File: src/rtl/fetch_queue_if.sv
// Fetch-queue signal bundle: instruction-memory request/response, redirect, and decode handshake.
// master = fetch_queue, slave = memory/decode environment.
interface fetch_queue_if #(
  parameter int XLEN = 32
);
  logic            imem_req_valid;
  logic [XLEN-1:0] imem_req_addr;
  logic            imem_req_ready;
  logic            imem_resp_valid;
  logic [31:0]     imem_resp_data;
  logic            redirect_valid;
  logic [XLEN-1:0] redirect_pc;
  logic            if_valid;
  logic            if_ready;
  logic [31:0]     if_instr;
  logic [XLEN-1:0] if_pc;

  modport master (
    output imem_req_valid, imem_req_addr, if_valid, if_instr, if_pc,
    input  imem_req_ready, imem_resp_valid, imem_resp_data,
           redirect_valid, redirect_pc, if_ready
  );

  modport slave (
    input  imem_req_valid, imem_req_addr, if_valid, if_instr, if_pc,
    output imem_req_ready, imem_resp_valid, imem_resp_data,
           redirect_valid, redirect_pc, if_ready
  );
endinterface

File: src/rtl/fetch_queue.sv
// Credit-based instruction prefetch queue: issues sequential fetches, buffers in-order
// responses with their PCs, and flushes/discards stale responses on redirect.
module fetch_queue #(
  parameter int              XLEN     = 32,
  parameter int              DEPTH    = 4,
  parameter logic [XLEN-1:0] RESET_PC = '0
) (
  input  logic          clk,
  input  logic          rst,
  fetch_queue_if.master fq
);

  localparam int PW = (DEPTH > 1) ? $clog2(DEPTH) : 1;
  localparam int CW = PW + 1;
  localparam logic [CW:0] DEPTH_C = (CW+1)'(DEPTH);

  typedef struct packed {
    logic [31:0]     instr;
    logic [XLEN-1:0] pc;
  } entry_t;

  entry_t          buf_q [DEPTH];
  entry_t          buf_d [DEPTH];
  logic [PW-1:0]   wr_ptr_q, wr_ptr_d;
  logic [PW-1:0]   rd_ptr_q, rd_ptr_d;
  logic [CW-1:0]   count_q, count_d;
  logic [CW-1:0]   outst_q, outst_d;
  logic [CW-1:0]   discard_q, discard_d;
  logic [XLEN-1:0] fetch_pc_q, fetch_pc_d;
  logic [XLEN-1:0] resp_pc_q, resp_pc_d;

  logic [XLEN-1:0] redir_tgt;
  logic [CW:0]     inflight;
  logic            req_fire;
  logic            resp_in;
  logic            push;
  logic            pop;

  // Buffered + outstanding never exceeds DEPTH, so every outstanding response owns a slot.
  always_comb begin
    redir_tgt         = {fq.redirect_pc[XLEN-1:2], 2'b00};
    inflight          = {1'b0, count_q} + {1'b0, outst_q};
    fq.imem_req_valid = !rst && !fq.redirect_valid && (inflight < DEPTH_C);
    fq.imem_req_addr  = fetch_pc_q;
    req_fire          = fq.imem_req_valid && fq.imem_req_ready;
    resp_in           = fq.imem_resp_valid && (outst_q != '0);
    push              = resp_in && !fq.redirect_valid && (discard_q == '0);
    fq.if_valid       = !rst && (count_q != '0);
    pop               = fq.if_valid && fq.if_ready && !fq.redirect_valid;
    fq.if_instr       = buf_q[rd_ptr_q].instr;
    fq.if_pc          = buf_q[rd_ptr_q].pc;
  end

  always_comb begin
    buf_d      = buf_q;
    wr_ptr_d   = wr_ptr_q;
    rd_ptr_d   = rd_ptr_q;
    fetch_pc_d = fetch_pc_q;
    resp_pc_d  = resp_pc_q;
    count_d    = count_q + CW'(push) - CW'(pop);
    outst_d    = outst_q + CW'(req_fire) - CW'(resp_in);
    discard_d  = discard_q;

    if (push) begin
      buf_d[wr_ptr_q] = '{instr: fq.imem_resp_data, pc: resp_pc_q};
      wr_ptr_d        = wr_ptr_q + PW'(1);
      resp_pc_d       = resp_pc_q + XLEN'(4);
    end
    if (pop)
      rd_ptr_d = rd_ptr_q + PW'(1);
    if (req_fire)
      fetch_pc_d = fetch_pc_q + XLEN'(4);
    if (resp_in && (discard_q != '0))
      discard_d = discard_q - CW'(1);

    // Everything still in flight belongs to the old path; a response landing now is dropped too.
    if (fq.redirect_valid) begin
      fetch_pc_d = redir_tgt;
      resp_pc_d  = redir_tgt;
      count_d    = '0;
      wr_ptr_d   = '0;
      rd_ptr_d   = '0;
      discard_d  = outst_d;
    end
  end

  always_ff @(posedge clk) begin
    if (rst) begin
      wr_ptr_q   <= '0;
      rd_ptr_q   <= '0;
      count_q    <= '0;
      outst_q    <= '0;
      discard_q  <= '0;
      fetch_pc_q <= RESET_PC;
      resp_pc_q  <= RESET_PC;
    end else begin
      wr_ptr_q   <= wr_ptr_d;
      rd_ptr_q   <= rd_ptr_d;
      count_q    <= count_d;
      outst_q    <= outst_d;
      discard_q  <= discard_d;
      fetch_pc_q <= fetch_pc_d;
      resp_pc_q  <= resp_pc_d;
    end
  end

  // Storage needs no reset: entries are only observable once count is nonzero.
  always_ff @(posedge clk) begin
    buf_q <= buf_d;
  end

endmodule

File: src/flat_wrapper.sv
// flat-port wrapper written by rule: the top's interface ports become plain ports
module fetch_queue_flat 
#(
  parameter int              XLEN     = 32,
  parameter int              DEPTH    = 4,
  parameter logic [XLEN-1:0] RESET_PC = '0
)
  (clk, rst, fq_imem_req_valid, fq_imem_req_addr, fq_if_valid, fq_if_instr, fq_if_pc, fq_imem_req_ready, fq_imem_resp_valid, fq_imem_resp_data, fq_redirect_valid, fq_redirect_pc, fq_if_ready);
  fetch_queue_if #(.XLEN(XLEN)) fq_i ();
  input  logic clk;
  input  logic rst;
  output wire logic [$bits(fq_i.imem_req_valid)-1:0] fq_imem_req_valid;
  output wire logic [$bits(fq_i.imem_req_addr)-1:0] fq_imem_req_addr;
  output wire logic [$bits(fq_i.if_valid)-1:0] fq_if_valid;
  output wire logic [$bits(fq_i.if_instr)-1:0] fq_if_instr;
  output wire logic [$bits(fq_i.if_pc)-1:0] fq_if_pc;
  input wire logic [$bits(fq_i.imem_req_ready)-1:0] fq_imem_req_ready;
  input wire logic [$bits(fq_i.imem_resp_valid)-1:0] fq_imem_resp_valid;
  input wire logic [$bits(fq_i.imem_resp_data)-1:0] fq_imem_resp_data;
  input wire logic [$bits(fq_i.redirect_valid)-1:0] fq_redirect_valid;
  input wire logic [$bits(fq_i.redirect_pc)-1:0] fq_redirect_pc;
  input wire logic [$bits(fq_i.if_ready)-1:0] fq_if_ready;
  assign fq_imem_req_valid = fq_i.imem_req_valid;
  assign fq_imem_req_addr = fq_i.imem_req_addr;
  assign fq_if_valid = fq_i.if_valid;
  assign fq_if_instr = fq_i.if_instr;
  assign fq_if_pc = fq_i.if_pc;
  assign fq_i.imem_req_ready = fq_imem_req_ready;
  assign fq_i.imem_resp_valid = fq_imem_resp_valid;
  assign fq_i.imem_resp_data = fq_imem_resp_data;
  assign fq_i.redirect_valid = fq_redirect_valid;
  assign fq_i.redirect_pc = fq_redirect_pc;
  assign fq_i.if_ready = fq_if_ready;
  fetch_queue #(.XLEN(XLEN), .DEPTH(DEPTH), .RESET_PC(RESET_PC)) u_core (.clk(clk), .rst(rst), .fq(fq_i));
endmodule
File: config.mk
export PLATFORM = sky130hd
export DESIGN_NAME = fetch_queue_flat
export DESIGN_NICKNAME = d
export VERILOG_FILES = /design/src/rtl/fetch_queue_if.sv /design/src/rtl/fetch_queue.sv /design/src/flat_wrapper.sv
export SDC_FILE = /design/constraint.sdc
export NUM_CORES = 1
export LEC_CHECK = 0
export BUFFER_PORTS_ARGS = -buffer_cell sky130_fd_sc_hd__buf_2
export CAP_MARGIN = 20
export CORE_MARGIN = 2
export CORE_UTILIZATION = 62
export CTS_BUF_LIST = sky130_fd_sc_hd__clkbuf_16
export DETAILED_ROUTE_END_ITERATION = 10
export MAX_ROUTING_LAYER = met4
export PLACE_DENSITY_LB_ADDON = 0.15
export SYNTH_ARGS = -nofsm -noshare
export SYNTH_HDL_FRONTEND = slang
export SYNTH_SLANG_ARGS = --single-unit
File: constraint.sdc
create_clock -name clk -period 6.6 [get_ports clk]
set_clock_uncertainty 0.15 [all_clocks]
set_input_delay 1.32 -clock clk [delete_from_list [all_inputs] [get_ports clk]]
set_output_delay 1.32 -clock clk [all_outputs]
set_load 0.005 [all_outputs]
==> results of run 1 <==
-- kinds of logic (layout without fill, tap and decap cells) --
family	after synthesis	in the layout
AO/OA/AOI/OAI	102	102
multiplexers	66	66
AND/OR/NAND/NOR	177	177
XOR/XNOR	52	52
adder cells (fa/ha/maj)	16	16
flip-flops	321	321
other	1	4
buffers and inverters	75	262
-- report_power, final --
| part | leakage, nW | switching [mW] | internal [mW] |
|---|---|---|---|
| Clock | 0.474 | 0.693 | 0.885 |
| Combinational | 1.87 | 0.230 | 0.192 |
| Sequential | 2.86 | 0.0751 | 2.29 |
-- cell type report --
cell class / instances / area [sq um]
Tap cell: 270 / 338
Clock buffer: 31 / 776
Sequential cell: 321 / 8910
Multi-Input combinational cell: 417 / 3810
Fill cell: 1317 / 5430
Timing Repair Buffer: 170 / 886
Clock inverter: 25 / 139
Inverter: 36 / 135
-- per-stage QoR --
stage	util	worst slack [ps]	instances	power, mW
3_3_place_gp	0.688	2250	1213	2.81
4_1_cts	0.733	2230	1269	4.40
3_5_place_dp	0.688	2220	1213	2.83
6_report	0.734	2340	1270	4.37
5_1_grt	0.734	2120	1270	4.53
2_1_floorplan	-	2590	813	2.65
-- flip-flops by register name, indices dropped and copies added, names as in the netlist --
signal,cells
u_core.buf_q,248
u_core.fq.imem_req_addr,30
u_core.resp_pc_q,30
u_core.count_q,3
u_core.discard_q,3
u_core.outst_q,3
u_core.rd_ptr_q,2
u_core.wr_ptr_q,2
-- critical path, delay by kind of cell (launching register included) --
family,cells,cell delay [ps]
flip-flops,1,890
buffers and inverters,2,720
multiplexers,1,600
-- worst paths after layout --
kind	start	end	slack [ps]	depth (start not counted)
worst max-delay path	u_core.rd_ptr_q[0]	fq_if_pc[20]	2340	3
worst min-delay path	u_core.resp_pc_q[8]	u_core.buf_q[200]	390	0
worst max register to register	u_core.outst_q[1]	u_core.buf_q[94]	3360	4
worst min register to register	u_core.resp_pc_q[8]	u_core.buf_q[200]	390	0
-- synth_stat cells (3+ instances only) --
master	instances
mux2_2	3
nor4_1	8
nor2_1	29
xnor2_1	25
buf_4	4
a31oi_1	4
a21boi_0	31
a211oi_1	6
o31a_1	5
mux4_2	62
edfxtp_1	248
xor2_1	27
nand3_1	23
and2_1	13
nor3_1	11
o21a_1	5
ha_1	14
inv_1	36
clkbuf_1	26
a311oi_1	4
o22ai_1	4
or3_1	5
o211ai_1	3
nand4_1	19
a21oi_1	27
and4_1	6
nand2_1	38
buf_1	8
dfxtp_1	73
o21ai_0	5
and3_1	5
-- metal layers --
layer	vias up	share of wire
met4	0	0.015
met1	3710	0.44
met2	260	0.48
met3	31	0.065
met5	-	0
li1	3466	-
==> reports/qor.txt, run 1 <==
Remaining Overflow, GRT - 0
final hold viol count - 0
Total GRT Usage - 0.249
crit path max fanout - 41
Initial DRC Count - 446
Worst setup EP type - primary output
status - complete, no violations
met3 track demand over resource - 0.0343
Final HPWL DP - 16.9 mm
Root Driver - clkbuf_16
via count - 7467
Crit Path Class - flip-flop to primary output
number of diodes - 0
Synth Area in XOR/XNOR - 0.0350
crit start category - flip-flop
Die Ht - 149 microns
PD cells - 291 nW/um^2
CTS Hold Bufs - 0
CP max-delay cell - dfxtp_4
layout cells sized above 1 - 0.293
commonest non-fill, non-tap cell in the layout - edfxtp_1
Inserted Clock Buffers - 31
max-cap violations - 0
synthesized area - 13000 sq um
core area - 20400 sq um
CTS resizes - 0
GR met2 Demand/Resource - 0.399
HP Class - flip-flop to flip-flop
arrival time at the worst endpoint - 2790 ps
Worst Max-Slew Pin Slew - 1130 ps
asr flop ratio synth - 0
most frequent cells in the layout - edfxtp_1, buf_2, dfxtp_1, mux4_2, inv_1
row cnt - 52
Worst path max stage delay - 890 ps
Final Cell Area - 15000 sq um
Initial Util - 0.636
Final period util - 0.645
CTS tree - yes
Clock Path Buffers - 3
syn avg cell area - 16.0 sq um
Post-DP Area - 14100 sq um
area added between synthesis and finish - 15.4%
top area cells in the synthesized netlist - edfxtp_1, dfxtp_1, mux4_2
final slew viol count - 0
post-synth top area cell - edfxtp_1
Post-Synthesis Cells - 810
unrepaired setup endpoints after global routing - false
Final Setup Violations - 0
initial antenna violation count - 0
largest net degree at the start of global routing - 46
achievable frequency - 235 MHz
Global Route met1 Usage - 0.354
Top Usage Layer GRT - met2
largest family of logic cells by synthesized area - multiplexers
drt first pass iters - 5
Seq cells post-synth - 321
synth warn - 0
most used flip-flop cell after synthesis - edfxtp_1
NumNets Final - 1063
sequential share of the synthesized area - 0.686
post-synthesis adder-cell area fraction - 0.0166
I/O Pins - 168
PortBufs - 161
static leakage - 5.20 nW
Synth cell types - 56
setup bufs post-CTS - 0
CTS HTree Levels - 1
simple-gate portion of the synthesized area - 0.0756
final WL - 26.4 mm
RePlAce Congestion - 0.902
CTS Sinks - 321
clock slew at reported path FFs - 60 ps
drt drc - 0
area share of the leading cell type in the synthesized netlist - 0.573
first-pass GRT wire length - 41.5 mm
CP cell instances - buf_4 > mux4_2 > buf_2
Worst-Skew Late Latency - 540 ps
post-DR vias/cell - 5.88
hold slack - 393 ps
setup TNS - 0 ps
wire per inst - 20.8 microns
post-synthesis mux area share - 0.111
Compound-Gate Fraction of Synth Area - 0.0532
slew margin rel. - 0.243
number of global-route vias before repair - 7644
die footprint - 22100 sq um
Worst EP required - 5130 ps
IR drop worst, VDD - 0.183 mV
number of synthesized flops with an enable pin - 248
Antenna Violating Nets Remaining - 0
die width - 149 microns
fin crit period - 4260 ps
No activity file was read; power rests on OpenSTA's default activity.
==> inputs of run 2 (changes only) <==
--- a/config.mk
+++ b/config.mk
@@ -8,7 +8,7 @@
 export BUFFER_PORTS_ARGS = -buffer_cell sky130_fd_sc_hd__buf_2
 export CAP_MARGIN = 20
 export CORE_MARGIN = 2
-export CORE_UTILIZATION = 62
+export CORE_UTILIZATION = 52
 export CTS_BUF_LIST = sky130_fd_sc_hd__clkbuf_16
 export DETAILED_ROUTE_END_ITERATION = 10
 export MAX_ROUTING_LAYER = met4
==> constraint.sdc (replaced) <==
create_clock -name clk -period 3.5 [get_ports clk]
set_clock_uncertainty 0.15 [all_clocks]
set_input_delay 0.7 -clock clk [delete_from_list [all_inputs] [get_ports clk]]
set_output_delay 0.7 -clock clk [all_outputs]
set_load 0.005 [all_outputs]
==> run 2 against run 1 <==
Design area increased by 1.6%. Cell count increased by 5.3%. Largest cell class unchanged. Critical path type unchanged. Wire length decreased by 0.97%. Register-to-register slack got worse by 2600 ps. Clock-buffer cell count unchanged. Combinational power increased by 87%. Critical path depth unchanged. Hold slack got worse by 170 ps. Flip-flop and latch count unchanged. Largest power group unchanged. Global-route usage decreased by 4.2 points.
==> reports/qor.txt, run 2 (synthesized netlist as in run 1, its figures left out) <==
NumNets Final - 1075 (+1.1%)
achievable frequency - 329 MHz
setup TNS - 0 ps (unchanged)
switching power - 1.86 mW (+87%)
initial antenna violation count - 0 (unchanged)
I/O Pins - 168 (unchanged)
HP Class - primary input to flip-flop
Clk pwr share - 0.366 (+0.005)
hold slack - 226 ps (-167 ps)
CTS resizes - 0 (unchanged)
arrival time at the worst endpoint - 2190 ps (-600 ps)
Crit Path Class - flip-flop to primary output
area occupied by multi-input gates - 3800 sq um (-0.16%)
CTS Hold Bufs - 0 (unchanged)
setup bufs post-CTS - 0 (unchanged)
crit path max fanout - 23 (-44%)
Largest Register - u_core.buf_q
largest net degree at the start of global routing - 63 (+37%)
slew margin rel. - 0.637 (+0.394)
Inserted Clock Buffers - 31 (unchanged)
Util after Layout - 0.623 (-0.111)
drt first pass iters - 5 (unchanged)
sequential share of power - 0.538 (-0.004)
Final Setup Violations - 0 (unchanged)
core area - 24500 sq um (+20%)
drt drc - 0 (unchanged)
PD cells - 544 nW/um^2 (+87%)
switching fraction of total power - 0.225 (-0.00385)
number of global-route vias before repair - 7592 (-0.68%)
fill count - 1849 (+40%)
final WL - 26.2 mm (-0.97%)
max-cap violations - 0 (unchanged)
IR drop worst, VDD - 0.392 mV (+110%)
die width - 162 microns (+8.9%)
Root Driver - clkbuf_16
Antenna Violating Nets Remaining - 0 (unchanged)
final slew viol count - 0 (unchanged)
crit start category - flip-flop
storage element area - 8910 sq um (unchanged)
layout cells sized above 1 - 0.294 (+0.00118)
static leakage - 5.30 nW (+1.9%)
row cnt - 57 (+9.6%)
number of diodes - 0 (unchanged)
unrepaired setup endpoints after global routing - false
Int Pwr - 6.43 mW (+91%)
commonest non-fill, non-tap cell in the layout - edfxtp_1
RePlAce Congestion - 0.888 (-1.5%)
Final period util - 0.868
CTS HTree Levels - 1 (unchanged)
Initial Util - 0.531 (-0.105)
reg2reg setup slack - 730 ps (-2630 ps)
status - complete, no violations
via count - 7547 (+1.1%)
clock slew at reported path FFs - 60 ps (about the same)
first-pass GRT wire length - 41.5 mm (about the same)
Final HPWL DP - 17.0 mm (+0.47%)
die footprint - 26300 sq um (+19%)
final hold viol count - 0 (unchanged)
Worst Max-Slew Pin Slew - 540 ps (-586 ps)
Total GRT Usage - 0.207 (-0.0419)
Remaining Overflow, GRT - 0 (unchanged)
Worst-Skew Late Latency - 540 ps (about the same)
Comb power frac - 0.095 (about the same)
PortBufs - 161 (unchanged)
wire per inst - 19.6 microns (-5.9%)
fin crit period - 3040 ps
Initial DRC Count - 485 (+8.7%)
area added between synthesis and finish - 17.3%
most frequent cells in the layout - edfxtp_1, buf_2, dfxtp_1, mux4_2, inv_1
CTS tree - yes
Pwr Total - 8.29 mW (+90%)
number of flip-flops under the largest register name - 248 (unchanged)
CTS Sinks - 321 (unchanged)
Worst EP required - 2650 ps (-2480 ps)
Die Ht - 162 microns (+8.9%)
Clock Path Buffers - 3 (unchanged)
post-DR vias/cell - 5.64 (-4.0%)
Worst setup EP type - primary output
## run 2: cell types whose count changed in the layout (fill, tap and decap cells not counted), moves of 5 or more
cell | before | now
buf_12 | 1 | 7
inv_2 | 5 | 0
inv_1 | 43 | 49
buf_4 | 8 | 14
## run 2: cell type report
| cell class | instances | area share |
|---|---|---|
| inverter | 36 | 0.00887 |
| multi-input combinational | 417 | 0.250 |
| clock buffer | 31 | 0.0509 |
| tap | 324 | 0.0266 |
| clock inverter | 26 | 0.0100 |
| sequential | 321 | 0.585 |
| timing repair buffer | 182 | 0.0690 |
## run 2: final timing paths
kind                         start                  end  depth (start not counted)
min          fq_imem_resp_data[23]    u_core.buf_q[247]                          1
max             u_core.rd_ptr_q[0]         fq_if_pc[14]                          3
max reg2reg      u_core.outst_q[1]  u_core.discard_q[2]                         10
min reg2reg   u_core.resp_pc_q[30]     u_core.buf_q[30]                          0
## run 2: worst max-delay path, cell delays in order, from the launching register on
cell and delay [ps]:
dfxtp_4 630, buf_12 270, mux4_2 570, buf_2 150
## run 2: per-stage QoR
step	std cells	area (sq um)	worst slack (ps)
final	1337	15200	464
after global routing	1337	15200	315
after CTS	1337	15200	373
after detailed placement	1280	14300	584
after global placement	1280	14300	596
after floorplan	813	13000	108
## run 2: metal layers
| metal | vias to the layer above | track usage | wire length [microns] |
|---|---|---|---|
| met3 | 33 | 0.0278 | 1690 |
| met4 | 0 | 0.0451 | 382 |
| li1 | 3502 | - | - |
| met1 | 3743 | 0.297 | 11700 |
| met5 | - | - | 0 |
| met2 | 269 | 0.323 | 12400 |
## run 2: power groups by stage
| stage | Clock (mW) | Combinational (mW) | Sequential (mW) |
|---|---|---|---|
| after CTS | 3.11 | 0.804 | 4.47 |
| after detailed placement | 0 | 0.800 | 4.55 |
| final | 3.04 | 0.791 | 4.47 |
| after global routing | 3.27 | 0.879 | 4.49 |
| after global placement | 0 | 0.793 | 4.54 |
| after floorplan | 0 | 0.490 | 4.51 |
==> inputs of run 3 (changes only) <==
--- a/config.mk
+++ b/config.mk
@@ -8,9 +8,10 @@
 export BUFFER_PORTS_ARGS = -buffer_cell sky130_fd_sc_hd__buf_2
 export CAP_MARGIN = 20
 export CORE_MARGIN = 2
-export CORE_UTILIZATION = 52
-export CTS_BUF_LIST = sky130_fd_sc_hd__clkbuf_16
+export CORE_UTILIZATION = 54
+export CTS_BUF_LIST = sky130_fd_sc_hd__clkbuf_4
 export DETAILED_ROUTE_END_ITERATION = 10
+export GPL_ROUTABILITY_DRIVEN = 0
 export MAX_ROUTING_LAYER = met4
 export PLACE_DENSITY_LB_ADDON = 0.15
 export SYNTH_ARGS = -nofsm -noshare
==> run 3 against run 2 <==
Largest cell class unchanged. Combinational power up 3.5%. Sequential power about the same. Critical path type unchanged. Core utilization up 3.7 points. Highest routed layer unchanged. Setup slack got worse by 160 ps. Critical endpoint is now fq_if_pc[7]. Clock power increased by 7.2%. First-iteration DRC count is 2.5% lower. Non-clock buffer count up 9. Clock-buffer cell count rose by 101. Power up 3.0%. Cell count rose by 7.1%. Sequential share of layout area down 1.1 points. Flip-flop and latch count did not move.
==> reports/qor.txt, run 3 (synthesized netlist as in run 1, its figures left out) <==
status - complete, no violations
hold slack - 96.0 ps (-130 ps)
PortBufs - 161 (unchanged)
row cnt - 56 (-1.8%)
largest net degree at the start of global routing - 44 (-30%)
CTS HTree Levels - 3 (+2)
wire per inst - 18.9 microns (-3.4%)
Total GRT Usage - 0.225 (+0.0174)
CTS resizes - 0 (unchanged)
arrival time at the worst endpoint - 2350 ps (+160 ps)
Worst path max stage delay - 720 ps (+90 ps)
final hold viol count - 0 (unchanged)
HP Class - primary input to flip-flop
IR drop worst, VDD - 0.327 mV (-16%)
FF-to-FF Start - u_core.outst_q[1]
CP top delay family - flip-flops
CTS Hold Bufs - 0 (unchanged)
Worst Setup EP - fq_if_pc[7]
Worst setup EP type - primary output
Int Pwr - 6.56 mW (+1.9%)
Crit Path Class - flip-flop to primary output
max-cap violations - 0 (unchanged)
NumNets Final - 1135 (+5.6%)
switching fraction of total power - 0.232 (+0.00776)
first-pass GRT wire length - 43.3 mm (+4.5%)
static leakage - 5.52 nW (+4.1%)
placed insts - 1284 (+0.31%)
commonest non-fill, non-tap cell in the layout - edfxtp_1
CTS tree - yes
final WL - 27.0 mm (+3.4%)
Worst EP required - 2650 ps (about the same)
most frequent cells in the layout - edfxtp_1, buf_2, clkbuf_4, dfxtp_1, mux4_2
Largest Register - u_core.buf_q
Comb power frac - 0.096 (about the same)
Final Setup Violations - 0 (unchanged)
crit start category - flip-flop
Crit. path cell count - 3 (unchanged)
final slew viol count - 0 (unchanged)
fin crit period - 3200 ps (+162 ps)
area added between synthesis and finish - 19.5%
CP max-delay cell - dfxtp_4
Root Driver - clkbuf_4
Initial DRC Count - 473 (-2.5%)
Initial Util - 0.552 (+0.0208)
I/O Pins - 168 (unchanged)
CP bufs+invs - 2 (unchanged)
die footprint - 25300 sq um (-3.6%)
core area - 23500 sq um (-3.8%)
drt first pass iters - 5 (unchanged)
achievable frequency - 313 MHz (-5.1%)
Antenna Violating Nets Remaining - 0 (unchanged)
CP Launch Point - u_core.rd_ptr_q[0]
slew margin rel. - 0.607 (-0.0302)
layout cells sized above 1 - 0.368 (+0.0740)
sequential share of power - 0.523 (-0.015)
via count - 7962 (+5.5%)
Worst Max-Slew Pin Slew - 585 ps (+45.0 ps)
setup TNS - 0 ps (unchanged)
switching power - 1.98 mW (+6.5%)
final cell count without fillers - 1432 (+7.1%)
Die Ht - 159 microns (-1.8%)
CTS Sinks - 321 (unchanged)
post-DR vias/cell - 5.56 (-1.5%)
reg2reg setup slack - 780 ps (+50 ps)
setup bufs post-CTS - 0 (unchanged)
Clock Path Buffers - 3 (unchanged)
Worst-Skew Late Latency - 650 ps (+110 ps)
drt drc - 0 (unchanged)
reg2reg end - u_core.discard_q[2]
Final period util - 0.914 (+0.0462)
Final HPWL DP - 17.8 mm (+5.1%)
worst reg2reg path depth - 10 (unchanged)
number of global-route vias before repair - 8098 (+6.7%)
clock slew at reported path FFs - 70 ps (about the same)
Inserted Clock Buffers - 82 (+160%)
unrepaired setup endpoints after global routing - false
crit path max fanout - 24 (+4.3%)
CP cell instances - buf_4 > mux4_2 > buf_2
fill count - 1758 (-4.9%)
number of flip-flops under the largest register name - 248 (unchanged)
die width - 159 microns (-1.8%)
Remaining Overflow, GRT - 0 (unchanged)
PD cells - 550 nW/um^2 (+1.0%)
initial antenna violation count - 2 (+2)
Clk pwr share - 0.381 (+0.015)
==> run 3: cell count changes in the layout (fill, tap and decap cells not counted), moves of 2 or more <==
cell	delta
buf_12	+4
buf_4	+5
clkbuf_16	-31
clkbuf_4	+132
diode_2	+2
inv_1	-13
==> run 3: layout make-up <==
class / count / area [sq um] / area share
flip-flops and latches: 321 / 8910 / 0.574
multi-input cells: 417 / 3810 / 0.245
repair buffers: 191 / 1170 / 0.0753
clock buffers: 132 / 991 / 0.0638
well taps: 319 / 399 / 0.0257
inverters: 36 / 135 / 0.00870
clock inverters: 14 / 110 / 0.00709
diodes: 2 / 5.00 / 0.000322
==> run 3: power groups by stage <==
stage / Sequential [mW] / Clock [mW] / Combinational, mW
5_1_grt: 4.49 / 3.57 / 0.909
6_report: 4.46 / 3.26 / 0.819
2_1_floorplan: 4.51 / 0 / 0.490
3_3_place_gp: 4.53 / 0 / 0.818
4_1_cts: 4.46 / 3.36 / 0.830
3_5_place_dp: 4.54 / 0 / 0.826
==> run 3: stage by stage <==
stage	util	worst slack [ps]	power [mW]	area [sq um]
floorplan	-	108	5.00	13000
global placement	0.613	443	5.35	14400
detailed placement	0.613	385	5.37	14400
CTS	0.659	206	8.65	15500
global route	0.660	121	8.97	15500
finish	0.660	302	8.54	15500
==> run 3: metal layers <==
metal,wire length [microns],track usage,up-vias
met4,416,0.0649,0
li1,-,-,3676
met3,1850,0.0516,40
met1,11900,0.301,3936
met2,12900,0.349,310
met5,0,-,-
==> run 3: worst min path at each step <==
stage	cells past startpoint	start	endpoint	slack [ps]
after floorplan	0	u_core.resp_pc_q[23]	u_core.buf_q[151]	340
after CTS	1	fq_imem_resp_data[25]	u_core.buf_q[185]	40
final	1	fq_imem_resp_data[29]	u_core.buf_q[253]	100
after global routing	1	fq_imem_resp_data[25]	u_core.buf_q[185]	40
after detailed placement	2	u_core.fq.imem_req_addr[27]	u_core.fq.imem_req_addr[27]	400
after global placement	2	u_core.fq.imem_req_addr[27]	u_core.fq.imem_req_addr[27]	380
